===== config.mk =====
export PLATFORM = sky130hd
export DESIGN_NAME = store_capture
export DESIGN_NICKNAME = d
export VERILOG_FILES = /design/src/rtl/capture_pkg.sv /design/src/rtl/sync_fifo.sv /design/src/rtl/store_capture.sv
export SDC_FILE = /design/constraint.sdc
export NUM_CORES = 1
export LEC_CHECK = 0
export BUFFER_PORTS_ARGS = -buffer_cell sky130_fd_sc_hd__buf_4
export CAP_MARGIN = 20
export CORE_MARGIN = 2
export CORE_UTILIZATION = 65
export CTS_CLUSTER_DIAMETER = 100
export DETAILED_ROUTE_END_ITERATION = 8
export PLACE_DENSITY_LB_ADDON = 0.3
export REMOVE_ABC_BUFFERS = 1
export SLEW_MARGIN = 20
export SYNTH_ARGS = -nofsm -noshare
export SYNTH_HDL_FRONTEND = slang
export SYNTH_SLANG_ARGS = --single-unit

===== constraint.sdc =====
create_clock -name clk -period 30.7 [get_ports clk]
set_clock_uncertainty 0.15 [all_clocks]
set_input_delay 1.535 -clock clk [delete_from_list [all_inputs] [get_ports clk]]
set_output_delay 1.535 -clock clk [all_outputs]
set_load 0.01 [all_outputs]

===== src/rtl/capture_pkg.sv =====
// Shared types and defaults for the data-memory store capture block.
package capture_pkg;
  localparam int          CAP_DEPTH     = 8;
  localparam logic [31:0] CAP_DONE_ADDR = 32'd84;

  typedef struct packed {
    logic [31:0] addr;
    logic [31:0] data;
  } cap_entry_t;
endpackage


===== src/rtl/sync_fifo.sv =====
// First-word-fall-through synchronous FIFO; occupancy counter drives full/empty.
module sync_fifo #(
  parameter int WIDTH = 64,
  parameter int DEPTH = 8,
  localparam int AW   = $clog2(DEPTH)
) (
  input  logic             clk,
  input  logic             reset,
  input  logic             push,
  input  logic             pop,
  input  logic [WIDTH-1:0] din,
  output logic [WIDTH-1:0] dout,
  output logic             full,
  output logic             empty,
  output logic [AW:0]      count
);
  localparam logic [AW:0] FULL_CNT = (AW+1)'(DEPTH);

  logic [DEPTH-1:0][WIDTH-1:0] mem_q;
  logic [AW-1:0]               wr_ptr_q, rd_ptr_q;
  logic [AW:0]                 count_q, count_d;
  logic                        push_ok, pop_ok;

  assign empty   = (count_q == '0);
  assign full    = (count_q == FULL_CNT);
  // A pop on a full FIFO frees the slot the simultaneous push writes into.
  assign pop_ok  = pop && !empty;
  assign push_ok = push && (!full || pop_ok);
  assign dout    = mem_q[rd_ptr_q];
  assign count   = count_q;

  always_comb begin
    count_d = count_q;
    case ({push_ok, pop_ok})
      2'b10:   count_d = count_q + 1'b1;
      2'b01:   count_d = count_q - 1'b1;
      default: count_d = count_q;
    endcase
  end

  always_ff @(posedge clk or posedge reset) begin
    if (reset) begin
      mem_q    <= '0;
      wr_ptr_q <= '0;
      rd_ptr_q <= '0;
      count_q  <= '0;
    end else begin
      if (push_ok) begin
        mem_q[wr_ptr_q] <= din;
        wr_ptr_q        <= wr_ptr_q + 1'b1;
      end
      if (pop_ok) rd_ptr_q <= rd_ptr_q + 1'b1;
      count_q <= count_d;
    end
  end
endmodule


===== src/rtl/store_capture.sv =====
// Passive bus observer: queues aligned in-window stores, latches the first DONE store.
module store_capture
  import capture_pkg::*;
#(
  parameter int          DEPTH     = CAP_DEPTH,
  parameter logic [31:0] WIN_LO    = 32'h0000_0000,
  parameter logic [31:0] WIN_HI    = 32'h0000_00FF,
  parameter logic [31:0] DONE_ADDR = CAP_DONE_ADDR
) (
  input  logic                     clk,
  input  logic                     reset,
  input  logic                     memwrite,
  input  logic [31:0]              dataadr,
  input  logic [31:0]              writedata,
  input  logic                     rd_ready,
  output logic                     rd_valid,
  output logic [31:0]              rd_addr,
  output logic [31:0]              rd_data,
  output logic [$clog2(DEPTH):0]   count,
  output logic                     overflow,
  output logic                     misaligned,
  output logic                     done,
  output logic [31:0]              done_data
);
  cap_entry_t push_ent, head_ent;
  logic       aligned, in_win, push, pop, full, empty;
  logic       overflow_q, overflow_d, misaligned_q, misaligned_d;
  logic       done_q, done_d;
  logic [31:0] done_data_q, done_data_d;

  assign aligned = (dataadr[1:0] == 2'b00);
  // 33-bit signed compare keeps a zero lower bound from being a constant-true test.
  assign in_win  = ($signed({1'b0, dataadr}) >= $signed({1'b0, WIN_LO})) &&
                   ($signed({1'b0, dataadr}) <= $signed({1'b0, WIN_HI}));
  assign push    = memwrite && aligned && in_win;
  assign pop     = rd_ready && rd_valid;
  assign push_ent = '{addr: dataadr, data: writedata};

  sync_fifo #(.WIDTH($bits(cap_entry_t)), .DEPTH(DEPTH)) u_fifo (
    .clk   (clk),
    .reset (reset),
    .push  (push),
    .pop   (pop),
    .din   (push_ent),
    .dout  (head_ent),
    .full  (full),
    .empty (empty),
    .count (count)
  );

  always_comb begin
    overflow_d   = overflow_q;
    misaligned_d = misaligned_q;
    done_d       = done_q;
    done_data_d  = done_data_q;
    if (push && full && !pop)             overflow_d   = 1'b1;
    if (memwrite && !aligned)             misaligned_d = 1'b1;
    if (memwrite && aligned && (dataadr == DONE_ADDR) && !done_q) begin
      done_d      = 1'b1;
      done_data_d = writedata;
    end
  end

  always_ff @(posedge clk or posedge reset) begin
    if (reset) begin
      overflow_q   <= 1'b0;
      misaligned_q <= 1'b0;
      done_q       <= 1'b0;
      done_data_q  <= '0;
    end else begin
      overflow_q   <= overflow_d;
      misaligned_q <= misaligned_d;
      done_q       <= done_d;
      done_data_q  <= done_data_d;
    end
  end

  assign rd_valid   = !empty;
  assign rd_addr    = head_ent.addr;
  assign rd_data    = head_ent.data;
  assign overflow   = overflow_q;
  assign misaligned = misaligned_q;
  assign done       = done_q;
  assign done_data  = done_data_q;
endmodule


==> metrics.yaml <==
synthesis:
  synth.area.top_cells: "dfrtp_1, mux2_2, mux4_2"
  ys_ff_latch: 557
  syn_inst: 1455
  yosys_warnings: 0
  synth_most_common_cell: "dfrtp_1"
  synthTopCellsByCount: "dfrtp_1, mux2_2, and2_1"
  synth_edf_count: 0
  yosys.area.top_type: "dfrtp_1"
  syn_area_mm2: 0.0238
  synth_top_area_share: 0.585
  synthDistinctLibCells: 41
  ys_dominant_reg_cell: "dfrtp_1"
  ys_seq_area_frac: 0.585
  synth_area_per_cell_um2: 16.4
  synthArstFlopShare: 1.00
clocking:
  cts_tree: "yes"
  h-tree-depth: 2
  cts_setup_buffers: 0
  root_buffer: "clkbuf_16"
  cts.reportedPaths.clkPinSlew_ns: 0.06
  clock_latency_ns: 0.59
  cts.sinks: 557
  cts-buffers-inserted: 55
  postCtsHoldBufs: 0
  cts_buffer_depth: 3
  post_cts_resized: 0
critical_path:
  cp_cell_sequence: "buf_4 > mux4_2 > mux2_2 > buf_4"
  cp.required_ns: 29.02
  slowest_delay_ns: 1.03
  critPathCaptureType: "primary output"
  crit_type: "register to primary output"
  critical_path_peak_fanout: 71
  worstPathArrival_ns: 3.50
  cpMostUsedCell: "buf_4"
  critPathSlowestCell: "dfrtp_4"
  startpoint_type: "register"
final_layout:
  synthToLayoutAreaGrowth_pct: 14.1
  design_area_mm2: 0.0272
  n_antenna_cell: 0
  drive_gt1_frac: 0.493
  nFillCells: 2168
  final_nets: 1679
die:
  die_w_um: 196
  boundaryPins: 172
  die-height_um: 196
  rows: 70
  core_mm2: 0.0363
  dieArea_mm2: 0.0382
  start_util: 0.656
route:
  vias: 13000
  ant_nets: 0
  wl_per_cell_um: 23.1
  first_pass_iters: 4
  viasPerCell: 6.15
  dr.first_iter.drc_count: 646
  drt_wl_total_um: 48900
  drc: 0
sta:
  tightest_slew_ns: 1.06
  rsz0062_at_grt: "false"
  setup-violations-final: 0
  hold_viol_final: 0
  drv_slew: 0
  fin_crit_ns: 5.19
  tns_ns: 0
  fmax_mhz: 193
  maxSlewHeadroom: 0.295
  whs_ns: 0.328
  min_period_over_period: 0.169
global_routing:
  overflow: 0
  grt_pass1_wl_um: 80400
  grt_max_degree: 182
  grt_usage: 0.271
  first_global_vias: 14300
  antenna_found_initial: 1
worst_hold_path:
  hold_class: "register to register"
place:
  io_buffers: 171
  placed_area_mm2: 0.0254
  dp_hpwl_um: 26400
  finalWeightedCongestion: 0.707
run_status:
  outcome: "completed"
pwr:
  leakage_uw: 0.0136
  ir_worst_vdd_v: 0.0000504
  power.density_mw_per_mm2: 52.9
job:
  maxCapViolCount: 0
==> report_power, final <==
part	total, µW	switching [µW]	internal (µW)	leakage (µW)
logic	27.6	20.8	6.85	0.00493
clock network	678	274	404	0.000887
registers	734	0.0000557	734	0.00778
total	1440	295	1140	0.0136
==> flip-flops by register name (all words and copies together), names as in the netlist <==
register	count
u_fifo.rd_ptr_q	3
done	1
u_fifo.wr_ptr_q	3
misaligned	1
done_data	32
u_fifo.count	4
u_fifo.mem_q	512
overflow	1
==> routing by layer <==
metal	GRT usage	up-vias	routed length (µm)
met5	0	-	16
met4	0.0710	2	1020
met3	0.0489	80	2330
met2	0.438	293	24100
met1	0.390	7050	21400
li1	-	5563	-
==> logic make-up (layout without fill, tap and decap cells) <==
group	Yosys count	after routing	synth area share
AO/OA/AOI/OAI	5	5	0.00147
XOR/XNOR	9	9	0.00331
adder cells (fa/ha/maj)	5	5	0.00262
buffers and inverters	94	283	0.0205
flip-flops	557	557	0.585
multiplexers	531	531	0.316
AND/OR/NAND/NOR	254	254	0.0718
==> area by class of cell <==
class | instances | area (µm²) | share of cell area
Sequential cell | 557 | 13900 | 0.513
Multi-Input combinational cell | 804 | 9420 | 0.346
Clock buffer | 83 | 1620 | 0.0597
Timing Repair Buffer | 187 | 1440 | 0.0528
Tap cell | 468 | 586 | 0.0215
Clock inverter | 12 | 188 | 0.00690
Inverter | 1 | 11.3 | 0.000414
==> path summary, 6_finish.rpt <==
path	from	endpoint	slack (ns)	cells past startpoint
min in group asynchronous	reset	u_fifo.mem_q[324]$_DFFE_PP0P_	0.96	2
worst min-delay path	u_fifo.mem_q[353]$_DFFE_PP0P_	u_fifo.mem_q[353]$_DFFE_PP0P_	0.33	1
worst max register to register	u_fifo.count[0]$_DFFE_PP0P_	u_fifo.mem_q[201]$_DFFE_PP0P_	27.65	5
worst min register to register	u_fifo.mem_q[353]$_DFFE_PP0P_	u_fifo.mem_q[353]$_DFFE_PP0P_	0.33	1
worst max-delay path	u_fifo.rd_ptr_q[1]$_DFFE_PP0P_	rd_addr[21]	25.51	4
max in group asynchronous	reset	u_fifo.mem_q[332]$_DFFE_PP0P_	27.16	4
==> layout by cell type, fill, tap and decap left out, drive strengths merged, types with 6 or more instances in the layout <==
| cell | n |
|---|---|
| mux2 | 403 |
| clkbuf | 83 |
| buf | 187 |
| nand4 | 9 |
| clkinv | 6 |
| nor4 | 6 |
| nor2b | 27 |
| and2 | 183 |
| dfrtp | 557 |
| mux4 | 128 |
==> critical path: cells and delay by family, from the launching register on <==
kind | cells | cell delay (ns)
buf+inv | 2 | 1.10
flops | 1 | 1.03
mux | 2 | 0.73
==> through the flow <==
| stage | util | instances | total power, µW | setup WS [ns] |
|---|---|---|---|---|
| 6_report | 0.749 | 2112 | 1440 | 25.51 |
| 5_1_grt | 0.749 | 2112 | 1490 | 25.39 |
| 3_3_place_gp | 0.699 | 2017 | 775 | 25.77 |
| 4_1_cts | 0.749 | 2112 | 1450 | 25.46 |
| 3_5_place_dp | 0.699 | 2017 | 776 | 25.61 |
| 2_1_floorplan | - | 1362 | 760 | 13.44 |
Note: power is estimated with default switching activity, not from simulation.
